===== config.mk =====
export PLATFORM = sky130hd
export DESIGN_NAME = layer_sched
export DESIGN_NICKNAME = d
export VERILOG_FILES = /design/src/rtl/layer_sched.sv
export SDC_FILE = /design/constraint.sdc
export NUM_CORES = 1
export LEC_CHECK = 0
export ABC_AREA = 1
export CAP_MARGIN = 20
export CORE_AREA = 2 2 186 188
export DETAILED_ROUTE_END_ITERATION = 6
export DIE_AREA = 0 0 188 190
export GPL_TIMING_DRIVEN = 0
export PLACE_DENSITY_LB_ADDON = 0.15
export SLEW_MARGIN = 20
export SYNTH_ARGS = -nofsm -noshare
export SYNTH_HDL_FRONTEND = slang
export SYNTH_SLANG_ARGS = --single-unit

===== constraint.sdc =====
create_clock -name clk -period 4.57 [get_ports clk]
set_input_delay 0.6855 -clock clk [delete_from_list [all_inputs] [get_ports clk]]
set_output_delay 0.6855 -clock clk [all_outputs]
set_load 0.01 [all_outputs]

===== src/rtl/layer_sched.sv =====
// layer_sched: top-level sequencer for the LeNet inference pipeline.
// Runs NUM_LAYERS engines in index order: a one-cycle enable pulse, wait
// for the engine's done, then hold its DRAM grant for DRAIN_CYC trailing
// cycles before kicking the next engine. Counts busy cycles and raises a
// sticky error if one layer stays in RUN longer than TIMEOUT_CYC cycles.
// Ports:
//   clk, srst (sync active-high), start      control
//   busy, done, err, layer_idx, cycle_cnt    status (registered)
//   eng_en / eng_done                        per-engine handshake
//   eng_addr_in/out, eng_data_out, eng_en_rd/wr  packed engine DRAM requests
//   eng_valid                                dram_valid routed to granted engine
//   dram_*                                   muxed DRAM port (combinational from grant)
module layer_sched #(
  parameter int unsigned NUM_LAYERS  = 5,
  parameter int unsigned DATA_WIDTH  = 32,
  parameter int unsigned ADDR_WIDTH  = 18,
  parameter int unsigned DRAIN_CYC   = 2,
  parameter int unsigned TIMEOUT_CYC = 262143
) (
  input  logic                             clk,
  input  logic                             srst,
  input  logic                             start,
  output logic                             busy,
  output logic                             done,
  output logic                             err,
  output logic [2:0]                       layer_idx,
  output logic [31:0]                      cycle_cnt,
  output logic [NUM_LAYERS-1:0]            eng_en,
  input  logic [NUM_LAYERS-1:0]            eng_done,
  input  logic [NUM_LAYERS*ADDR_WIDTH-1:0] eng_addr_in,
  input  logic [NUM_LAYERS*ADDR_WIDTH-1:0] eng_addr_out,
  input  logic [NUM_LAYERS*DATA_WIDTH-1:0] eng_data_out,
  input  logic [NUM_LAYERS-1:0]            eng_en_rd,
  input  logic [NUM_LAYERS-1:0]            eng_en_wr,
  output logic [NUM_LAYERS-1:0]            eng_valid,
  input  logic                             dram_valid,
  output logic [ADDR_WIDTH-1:0]            dram_addr_in,
  output logic [ADDR_WIDTH-1:0]            dram_addr_out,
  output logic [DATA_WIDTH-1:0]            dram_data_out,
  output logic                             dram_en_rd,
  output logic                             dram_en_wr
);

  localparam int unsigned WD_W  = $clog2(TIMEOUT_CYC + 1);
  localparam int unsigned DRN_W = (DRAIN_CYC > 1) ? $clog2(DRAIN_CYC) : 1;
  localparam int unsigned IDX_W = 3;

  localparam logic [2:0] S_IDLE   = 3'd0;
  localparam logic [2:0] S_KICK   = 3'd1;
  localparam logic [2:0] S_RUN    = 3'd2;
  localparam logic [2:0] S_DRAIN  = 3'd3;
  localparam logic [2:0] S_FINISH = 3'd4;
  localparam logic [2:0] S_ERROR  = 3'd5;

  logic [2:0]            state_q, state_d;
  logic [IDX_W-1:0]      layer_idx_q, layer_idx_d;
  logic [WD_W-1:0]       wd_q, wd_d;
  logic [DRN_W-1:0]      drn_q, drn_d;
  logic [31:0]           cycle_cnt_q, cycle_cnt_d;
  logic                  err_q, err_d;
  logic                  busy_q, busy_d;
  logic                  done_q, done_d;
  logic [NUM_LAYERS-1:0] eng_en_q, eng_en_d;
  logic                  grant;
  logic                  done_sel;

  // Grant is held from the kick through the drain window of the active layer.
  assign grant = (state_q == S_KICK) || (state_q == S_RUN) || (state_q == S_DRAIN);

  // DRAM port mux and done select for the engine at layer_idx.
  always_comb begin
    dram_addr_in  = '0;
    dram_addr_out = '0;
    dram_data_out = '0;
    dram_en_rd    = 1'b0;
    dram_en_wr    = 1'b0;
    eng_valid     = '0;
    done_sel      = 1'b0;
    for (int unsigned i = 0; i < NUM_LAYERS; i++) begin
      if (layer_idx_q == IDX_W'(i)) begin
        done_sel = eng_done[i];
        if (grant) begin
          dram_addr_in  = eng_addr_in[i*ADDR_WIDTH +: ADDR_WIDTH];
          dram_addr_out = eng_addr_out[i*ADDR_WIDTH +: ADDR_WIDTH];
          dram_data_out = eng_data_out[i*DATA_WIDTH +: DATA_WIDTH];
          dram_en_rd    = eng_en_rd[i];
          dram_en_wr    = eng_en_wr[i];
          eng_valid[i]  = dram_valid;
        end
      end
    end
  end

  // Next-state and registered-output logic.
  always_comb begin
    state_d     = state_q;
    layer_idx_d = layer_idx_q;
    wd_d        = wd_q;
    drn_d       = drn_q;
    err_d       = err_q;
    cycle_cnt_d = cycle_cnt_q;
    if ((state_q != S_IDLE) && (cycle_cnt_q != '1)) begin
      cycle_cnt_d = cycle_cnt_q + 32'd1;
    end
    case (state_q)
      S_IDLE: begin
        if (start) begin
          state_d     = S_KICK;
          layer_idx_d = '0;
          cycle_cnt_d = '0;
          err_d       = 1'b0;
        end
      end
      S_KICK: begin
        state_d = S_RUN;
        wd_d    = '0;
      end
      S_RUN: begin
        // A done arriving on the timeout cycle still counts as success.
        if (done_sel) begin
          state_d = S_DRAIN;
          drn_d   = '0;
        end else if (wd_q == WD_W'(TIMEOUT_CYC)) begin
          state_d = S_ERROR;
        end else begin
          wd_d = wd_q + WD_W'(1);
        end
      end
      S_DRAIN: begin
        if (drn_q == DRN_W'(DRAIN_CYC - 1)) begin
          if (layer_idx_q == IDX_W'(NUM_LAYERS - 1)) begin
            state_d = S_FINISH;
          end else begin
            state_d     = S_KICK;
            layer_idx_d = layer_idx_q + IDX_W'(1);
          end
        end else begin
          drn_d = drn_q + DRN_W'(1);
        end
      end
      S_FINISH: state_d = S_IDLE;
      S_ERROR: begin
        state_d = S_IDLE;
        err_d   = 1'b1;
      end
      default: state_d = S_IDLE;
    endcase
    busy_d   = (state_d != S_IDLE);
    done_d   = (state_d == S_FINISH);
    eng_en_d = '0;
    if (state_d == S_KICK) begin
      for (int unsigned i = 0; i < NUM_LAYERS; i++) begin
        if (layer_idx_d == IDX_W'(i)) eng_en_d[i] = 1'b1;
      end
    end
  end

  // State and output registers.
  always_ff @(posedge clk) begin
    if (srst) begin
      state_q     <= S_IDLE;
      layer_idx_q <= '0;
      wd_q        <= '0;
      drn_q       <= '0;
      cycle_cnt_q <= '0;
      err_q       <= 1'b0;
      busy_q      <= 1'b0;
      done_q      <= 1'b0;
      eng_en_q    <= '0;
    end else begin
      state_q     <= state_d;
      layer_idx_q <= layer_idx_d;
      wd_q        <= wd_d;
      drn_q       <= drn_d;
      cycle_cnt_q <= cycle_cnt_d;
      err_q       <= err_d;
      busy_q      <= busy_d;
      done_q      <= done_d;
      eng_en_q    <= eng_en_d;
    end
  end

  assign busy      = busy_q;
  assign done      = done_q;
  assign err       = err_q;
  assign layer_idx = layer_idx_q;
  assign cycle_cnt = cycle_cnt_q;
  assign eng_en    = eng_en_q;

endmodule


Word-level counts from Yosys, hierarchy flattened:

Index checks and enable logic that the tools add are counted.

* bits in registers: 65
* bits of input ports: 359
* output and inout bits: 118
* logic and storage cells: 136

* add/subtract/negate cells: 4
* equality and inequality tests: 20
* mux-type cells: 87
* bitwise operators: 1
* reductions and logical operators: 15

Operators with widths (number)
* 32-bit 2-to-1 mux: 13
* 18-bit 2-to-1 mux: 22
* 1-bit 2-to-1 mux: 39
* 18-bit one-hot mux with 2 select lines: 1
* 32-bit by 1-bit adder with 32-bit output, second input constant: 1
* 32-bit != test, second input constant: 1
* 3-bit 2-to-1 mux: 8
* 18-bit by 1-bit adder with 18-bit output, second input constant: 1
* 18-bit equality test, second input constant: 1
* 3-bit by 2-bit equality test with 1-bit output, second input constant: 6
* 3-bit by 1-bit equality test with 1-bit output, second input constant: 4
* 3-bit equality test, second input constant: 4
* 3-bit one-hot mux with 4 select lines: 1
* 3-bit logical NOT: 3
* 2-bit != test, second input constant: 4
* 3-bit one-hot mux with 2 select lines: 1
* 2-bit nonzero test: 3
* 3-bit nonzero test: 2
* 1-bit one-hot mux with 2 select lines: 2
* 2-bit AND reduction: 2
* 3-bit by 1-bit adder with 3-bit output, second input constant: 1
* 3-bit AND reduction: 1
* 1-bit logical OR: 2
* 2-bit OR reduction: 1
* other kinds (3): 3

Depth between registers and ports, before layout:

Gate-level depths: netlist of run 1.

* depth after elaboration: 13
* depth in mapped cells: 16
* mapped depth without buffers: 16

Worst setup path before layout of run 1:

OpenSTA, ideal clock, no wires.

* path kind: reg-to-output
* from: register layer_idx_q[0] (netlist: layer_idx[0])
* to: output port dram_addr_in[0]
* arrival time: 1.824 ns
* data required time: 3.885 ns
* path slack: 2.060 ns
* stages on the path, launching flop included: 9
* buffers on the path: 2
* cells stage by stage: dfxtp_1 > ha_1 > ha_1 > inv_1 > clkbuf_1 > nor2_1 > clkbuf_1 > nand2_1 > a31oi_1

* word-level cells in the longest chain between the ends: 10
* elaborated cells on any way between the ends: 14
* those cells by class: eq/ne: 4; mux: 9; reduce/logical: 1

RTL lines
* from (decl): line 56 `logic [IDX_W-1:0] layer_idx_q, layer_idx_d;`
* from (signal assigned): line 172 `layer_idx_q <= layer_idx_d;`
* 3-bit logical NOT: line 80 `if (layer_idx_q == IDX_W'(i)) begin`
* 18-bit 2-to-1 mux: line 80
* 18-bit 2-to-1 mux: line 82 `if (grant) begin`
* 18-bit 2-to-1 mux: line 80
* 18-bit 2-to-1 mux: line 82
* 18-bit 2-to-1 mux: line 80
* 18-bit 2-to-1 mux: line 82
* 18-bit 2-to-1 mux: line 80
* 18-bit 2-to-1 mux: line 82
* 18-bit 2-to-1 mux (*): line 80
* to (decl): line 37 `output logic [ADDR_WIDTH-1:0] dram_addr_in,`

Mark *: on every way between the ends. The rest lies on a longest branch, timed or not.

Final worst setup path of run 1:

* from: register layer_idx_q[0] (netlist: layer_idx[0])
* to: output port dram_data_out[6]

* word-level cells in the longest chain between the ends: 10
* elaborated cells on any way between the ends: 14
* those cells by class: eq/ne: 4; mux: 9; reduce/logical: 1

RTL lines
* 3-bit logical NOT: line 80
* 32-bit 2-to-1 mux: line 80
* 32-bit 2-to-1 mux: line 82
* 32-bit 2-to-1 mux: line 80
* 32-bit 2-to-1 mux: line 82
* 32-bit 2-to-1 mux: line 80
* 32-bit 2-to-1 mux: line 82
* 32-bit 2-to-1 mux: line 80
* 32-bit 2-to-1 mux: line 82
* 32-bit 2-to-1 mux (*): line 80
* to (decl): line 39 `output logic [DATA_WIDTH-1:0] dram_data_out,`

Marked as above.

==> metrics.txt, run 1 <==
Clock Latency Late Sink=between 0.3 and 0.4 ns; CTS tree=done; area of the multi-input gates=0.00487 mm²; GRT Overall Usage=0.231; Critical path buffers and inverters=4; Final Hold Viols=0; vias per cell=approximately 4.9; clock skew=around 0.0096 ns; Max Cap Viol=0; CP peak stage delay=0.63 ns; Comb power frac=0.539; Slew Limit Fails=0; RSZ-0062 raised after global routing=false; H-tree levels=3; Top FF cell, synth=dfxtp_1; Worst path depth=9; CP max-delay cell=clkdlybuf4s50_1; Hold Path Depth=2; worst rel slew slack=0.405; row cnt=68; Worst R2R Path Depth=14; final setup fails=0; min-delay worst type=flip-flop to flip-flop; clock share of power=0.232; Slew @ Worst Pin=a little under 0.9 ns; Crit Path Class=flip-flop to primary output; Max Clk Rate=0.232 GHz; YS warnings=0; wire length per cell=between 20 and 25 µm; largest net degree at the start of global routing=12; maximum VDD drop=0.000193 V; # resized after CTS=1; global-route wire length before repair=approximately 63000 µm; WHS Endpoint=err; Hold Path Origin=err; clock slew at reported path FFs=0.05 ns; critical path required time=between 3 and 4 ns; Max clock buf depth=2; worst path arrival time=3.63 ns; commonest non-fill, non-tap cell in the layout=clkdlybuf4s50_1; post-route ant nets=0; Nets=roughly 2000; initial antenna violation count=7; Initial DRC Count=just over 800; Post-DP HPWL=36200 µm; number of synthesized flops with an enable pin=0; Async SR Flop Fraction=0; period utilisation layout=0.944; CP max FO=10; Vias=roughly 10000; Reg power frac=0.229; area of the die=between 0.03 and 0.04 mm²; clock sinks=65; post-CTS setup buffers=0; Inserted Clock Buffers=9; DRC violations left=0; vias in the first global route=between 10000 and 15000; Cells after Synth=between 1000 and 1500; Post-Route WL=about 43000 µm; Initial DRT Pass Iterations=5; FF/Latch Area=around 0.0013 mm²; Net Count, Synth=about 1600; port buffer count=between 400 and 500; most frequent cells in the layout=clkdlybuf4s50_1, nand2_1, nor2_1, nand3_1, nand4_1; grt total ovfl=0; Ports=approximately 480; post-synthesis cell type count=36; cts hold-fix bufs=0; syn avg cell area=around 5.8 µm²; Filler Cells Inserted=about 3700; sw frac=0.377; initial core utilization=0.202; Worst setup EP type=primary output; crit path cell chain=ha_1 > ha_1 > inv_1 > clkbuf_1 > nor2_4 > clkbuf_1 > nand2_1 > a31oi_1 > clkdlybuf4s50_1; P&R area growth vs syn=82.4%; sequential area share after synthesis=0.190; r2r endpoint=wd_q[15]; Root Driver=clkbuf_16; setup tns final=0 ns; P_sw=~1.1 mW; core area=about 0.034 mm²; Final Power=2.99 mW; Mapped Area=0.00686 mm²; die width=188 µm; worst r2r src=layer_idx[2]; CP Launch Type=flip-flop; RD Place Congestion=about 0.91; power per cell area=~240 mW/mm²; fin crit period=4.31 ns; result of the run=finished clean; die height=approximately 190 µm; layout cells sized above 1=0.0375; FF+latch count, synth=65; Largest delay share family, worst path=buffers and inverters; Pleak=between 4 and 5 nW; Reg2Reg Setup Slack=~1.8 ns; hold slack=0.466 ns; Cell Int Power=1.86 mW
-- final cells by class --
| class | instances | area share |
|---|---|---|
| buffer | 92 | 0.0329 |
| inverter | 76 | 0.0228 |
| tap | 455 | 0.0455 |
| clock buffer | 11 | 0.0194 |
| clock inverter | 5 | 0.00440 |
| antenna | 7 | 0.00140 |
| multi-input combinational | 955 | 0.389 |
| sequential | 65 | 0.104 |
| timing repair buffer | 475 | 0.380 |
-- Yosys cell counts, types with 3 or more instances --
| master | count | area [µm²] |
|---|---|---|
| dfxtp_1 | 65 | 1300 |
| o211ai_1 | 77 | 578 |
| inv_1 | 67 | 251 |
| a21oi_1 | 22 | 110 |
| o21ai_0 | 18 | 90.1 |
| a211oi_1 | 7 | 52.6 |
| clkbuf_1 | 56 | 210 |
| nor3_1 | 24 | 120 |
| nand3_1 | 163 | 816 |
| buf_1 | 11 | 41.3 |
| inv_2 | 8 | 30.0 |
| buf_2 | 19 | 95.1 |
| o21ai_1 | 3 | 15.0 |
| nor2_1 | 189 | 709 |
| ha_1 | 7 | 87.6 |
| o21bai_1 | 3 | 22.5 |
| xnor2_1 | 6 | 52.6 |
| nand2_1 | 245 | 920 |
| a31oi_1 | 71 | 444 |
| xor2_1 | 22 | 193 |
| buf_6 | 5 | 56.3 |
| nand4_1 | 79 | 494 |
| nor2_2 | 4 | 25.0 |
-- through the flow --
step / util / setup slack, ns / area, µm² / cells
after floorplan: - / 2.06 / 6860 / 1188
after detailed placement: 0.359 / 0.359 / 12200 / 2118
final: 0.368 / 0.257 / 12500 / 2141
after global routing: 0.368 / 0.0376 / 12500 / 2138
after global placement: 0.359 / 0.0353 / 12200 / 2118
after CTS: 0.368 / 0.165 / 12500 / 2134
-- layer usage --
layer,global-route usage,vias to the layer above,part of all wire
li1,-,5133,-
met1,0.289,4875,0.42
met2,0.408,351,0.50
met3,0.0382,46,0.056
met4,0.0630,0,0.022
met5,0,-,0
-- state kept, by name, indices dropped and copies added, names as in the netlist --
register,count
cycle_cnt,32
wd_q,18
eng_en,5
layer_idx,3
state_q,3
busy,1
done,1
drn_q,1
err,1
-- worst reg2reg max path, stage by stage (launching register included) --
cell	delay (ns)
dfxtp_1	0.54
inv_2	0.10
ha_1	0.21
inv_1	0.06
clkbuf_1	0.67
nor2_1	0.08
nor2_1	0.12
nand2_1	0.06
nand2_1	0.12
nand2_2	0.14
nand2_4	0.13
inv_2	0.07
buf_4	0.18
nand2_1	0.08
a21oi_1	0.05
-- power groups by stage --
stage | clock, mW | combinational, mW | sequential (mW)
4_1_cts | 0.706 | 1.62 | 0.686
5_1_grt | 0.732 | 1.75 | 0.695
3_3_place_gp | 0 | 1.61 | 0.697
6_report | 0.694 | 1.61 | 0.685
2_1_floorplan | 0 | 0.708 | 0.692
3_5_place_dp | 0 | 1.62 | 0.698
-- how the worst max path moves through the flow --
stage	from	to	slack, ns
after CTS	layer_idx[2]	dram_data_out[31]	0.16
final	layer_idx[0]	dram_data_out[6]	0.26
after detailed placement	layer_idx[0]	dram_data_out[6]	0.36
after global routing	layer_idx[0]	dram_addr_in[7]	0.04
after floorplan	layer_idx[0]	dram_addr_in[0]	2.06
after global placement	layer_idx[0]	dram_data_out[6]	0.04
-- cell families after synthesis --
kind of cell,after synthesis,share of synthesized area
DFF,65,0.190
buffers and inverters,168,0.101
adders and majority gates,7,0.0128
AOI/OAI and AO/OA,203,0.194
xor gates and xnor gates,28,0.0358
and+or+nand+nor,717,0.466
(Power assumes the default switching activity.)
==> run 2, diff against run 1 <==
--- a/constraint.sdc
+++ b/constraint.sdc
@@ -3,2 +3,2 @@
 set_output_delay 0.6855 -clock clk [all_outputs]
-set_load 0.01 [all_outputs]
+set_load 0.1 [all_outputs]
==> metrics.txt, run 2 (same netlist as run 1, synthesis figures left out) <==
final instance area=about 0.012 mm²; P&R area growth vs syn=79.1%; worst path arrival time=between 3 and 4 ns; GRT met3 Usage=0.0384; global-route wire length before repair=63400 µm; layout cells sized above 1=0.0679; Max Cap Viol=0; Post-DP HPWL=36200 µm; RD Place Congestion=between 0.9 and 1; row cnt=68; Post-Place Worst Slack=-0.239 ns; worst rel slew slack=0.292; wire length per cell=approximately 20 µm; max reg flops=32; Worst setup EP type=primary output; initial core utilization=0.202; commonest non-fill, non-tap cell in the layout=clkdlybuf4s50_1; Pleak=between 4 and 5 nW; dpl cell area=~0.012 mm²; clock skew=0.00947 ns; CP Launch Type=flip-flop; initial antenna violation count=7; GRT busiest layer=met2; Max Clk Rate=around 0.23 GHz; CTS tree=done; clock slew at reported path FFs=about 0.050 ns; area of the die=between 0.03 and 0.04 mm²; Root Driver=clkbuf_16; Slew Limit Fails=0; DRC violations left=0; min-delay worst type=flip-flop to flip-flop; result of the run=finished clean; met1 Use GR=0.289; Initial DRC Count=between 700 and 800; met2 Resource Use GR=0.409; core area=approximately 0.034 mm²; post-route setup slack=approximately 0.23 ns; clock sinks=65; final setup fails=0; port buffer count=approximately 480; die height=~190 µm; vias per cell=4.87; most frequent cells in the layout=clkdlybuf4s50_1, nand2_1, nor2_1, nand3_1, nand4_1; CP max FO=10; Vias=about 10000; Ports=about 480; largest net degree at the start of global routing=12; H-tree levels=3; Inserted Clock Buffers=9; fin util=0.362; maximum VDD drop=0.000211 V; cts hold-fix bufs=0; RSZ-0062 raised after global routing=false; fin cells=between 2000 and 2500; DP Cell Count=roughly 2100; Filler Cells Inserted=3706; Final Hold Viols=0; Slew @ Worst Pin=roughly 1.1 ns; setup tns final=0 ns; Initial DRT Pass Iterations=5; period utilisation layout=0.949; Nets=2039; Post-Route WL=about 43000 µm; critical path required time=around 3.9 ns; grt total ovfl=0; vias in the first global route=between 10000 and 15000; Clock Latency Late Sink=about 0.34 ns; post-route ant nets=0; die width=188 µm; fin crit period=about 4.3 ns; post-CTS setup buffers=0; Crit Path Class=flip-flop to primary output; power per cell area=325 mW/mm²; GRT Overall Usage=0.231; Max clock buf depth=2
run 2: metrics by stage:
step / hold slack (ns) / power (mW)
floorplan: 0.447 / 2.50
global placement: 0.454 / 3.40
detailed placement: 0.444 / 3.40
CTS: 0.467 / 4.03
global route: 0.479 / 4.17
finish: 0.467 / 3.99
run 2: repair_timing:
| item | CTS | global route |
|---|---|---|
| setup endpoints to repair | 70 | 47 |
| gates cloned | 0 | 0 |
| gates resized for setup | 109 | 115 |
run 2: path summary, 6_finish.rpt:
| check | start | end | slack, ns | cells after the start |
|---|---|---|---|---|
| setup / recovery | layer_idx[0] | dram_addr_out[1] | 0.23 | 9 |
| hold / removal | err | err | 0.47 | 2 |
| setup reg to reg | layer_idx[0] | wd_q[2] | 1.97 | 16 |
| hold reg to reg | err | err | 0.47 | 2 |
run 2: metal layers:
layer | vias to the layer above | wire length [µm]
li1 | 5128 | -
met1 | 4889 | 18400
met2 | 364 | 21700
met3 | 40 | 2470
met4 | 0 | 913
met5 | - | 0
run 2: critical path, stage by stage, from the launching register on:
cell	delay, ns
dfxtp_1	0.46
inv_1	0.14
ha_1	0.23
nand2_1	0.22
inv_1	0.12
nand2_1	0.31
buf_2	0.46
clkbuf_1	0.42
a31oi_1	0.17
clkdlybuf4s15_1	0.77
run 2: where the power goes:
part	switching [mW]	internal, mW
Clock	0.260	0.435
Combinational	1.90	0.715
Sequential	0.0700	0.616
Total	2.23	1.77
run 2: layout make-up:
| cell class | count | area (µm²) | share of cell area |
|---|---|---|---|
| buffer | 91 | 407 | 0.0331 |
| inverter | 76 | 285 | 0.0232 |
| timing repair buffer | 475 | 4540 | 0.369 |
| clock buffer | 11 | 243 | 0.0198 |
| clock inverter | 5 | 55.1 | 0.00448 |
| antenna | 7 | 17.5 | 0.00143 |
| tap | 455 | 569 | 0.0464 |
| multi-input combinational | 955 | 4870 | 0.396 |
| sequential | 65 | 1300 | 0.106 |
==> run 3, diff against run 2 <==
Settings changed: CAP_MARGIN 20 to 25.
==> results of run 3 <==
Same layout as run 2: the final DEF is identical, and so are final timing and power.
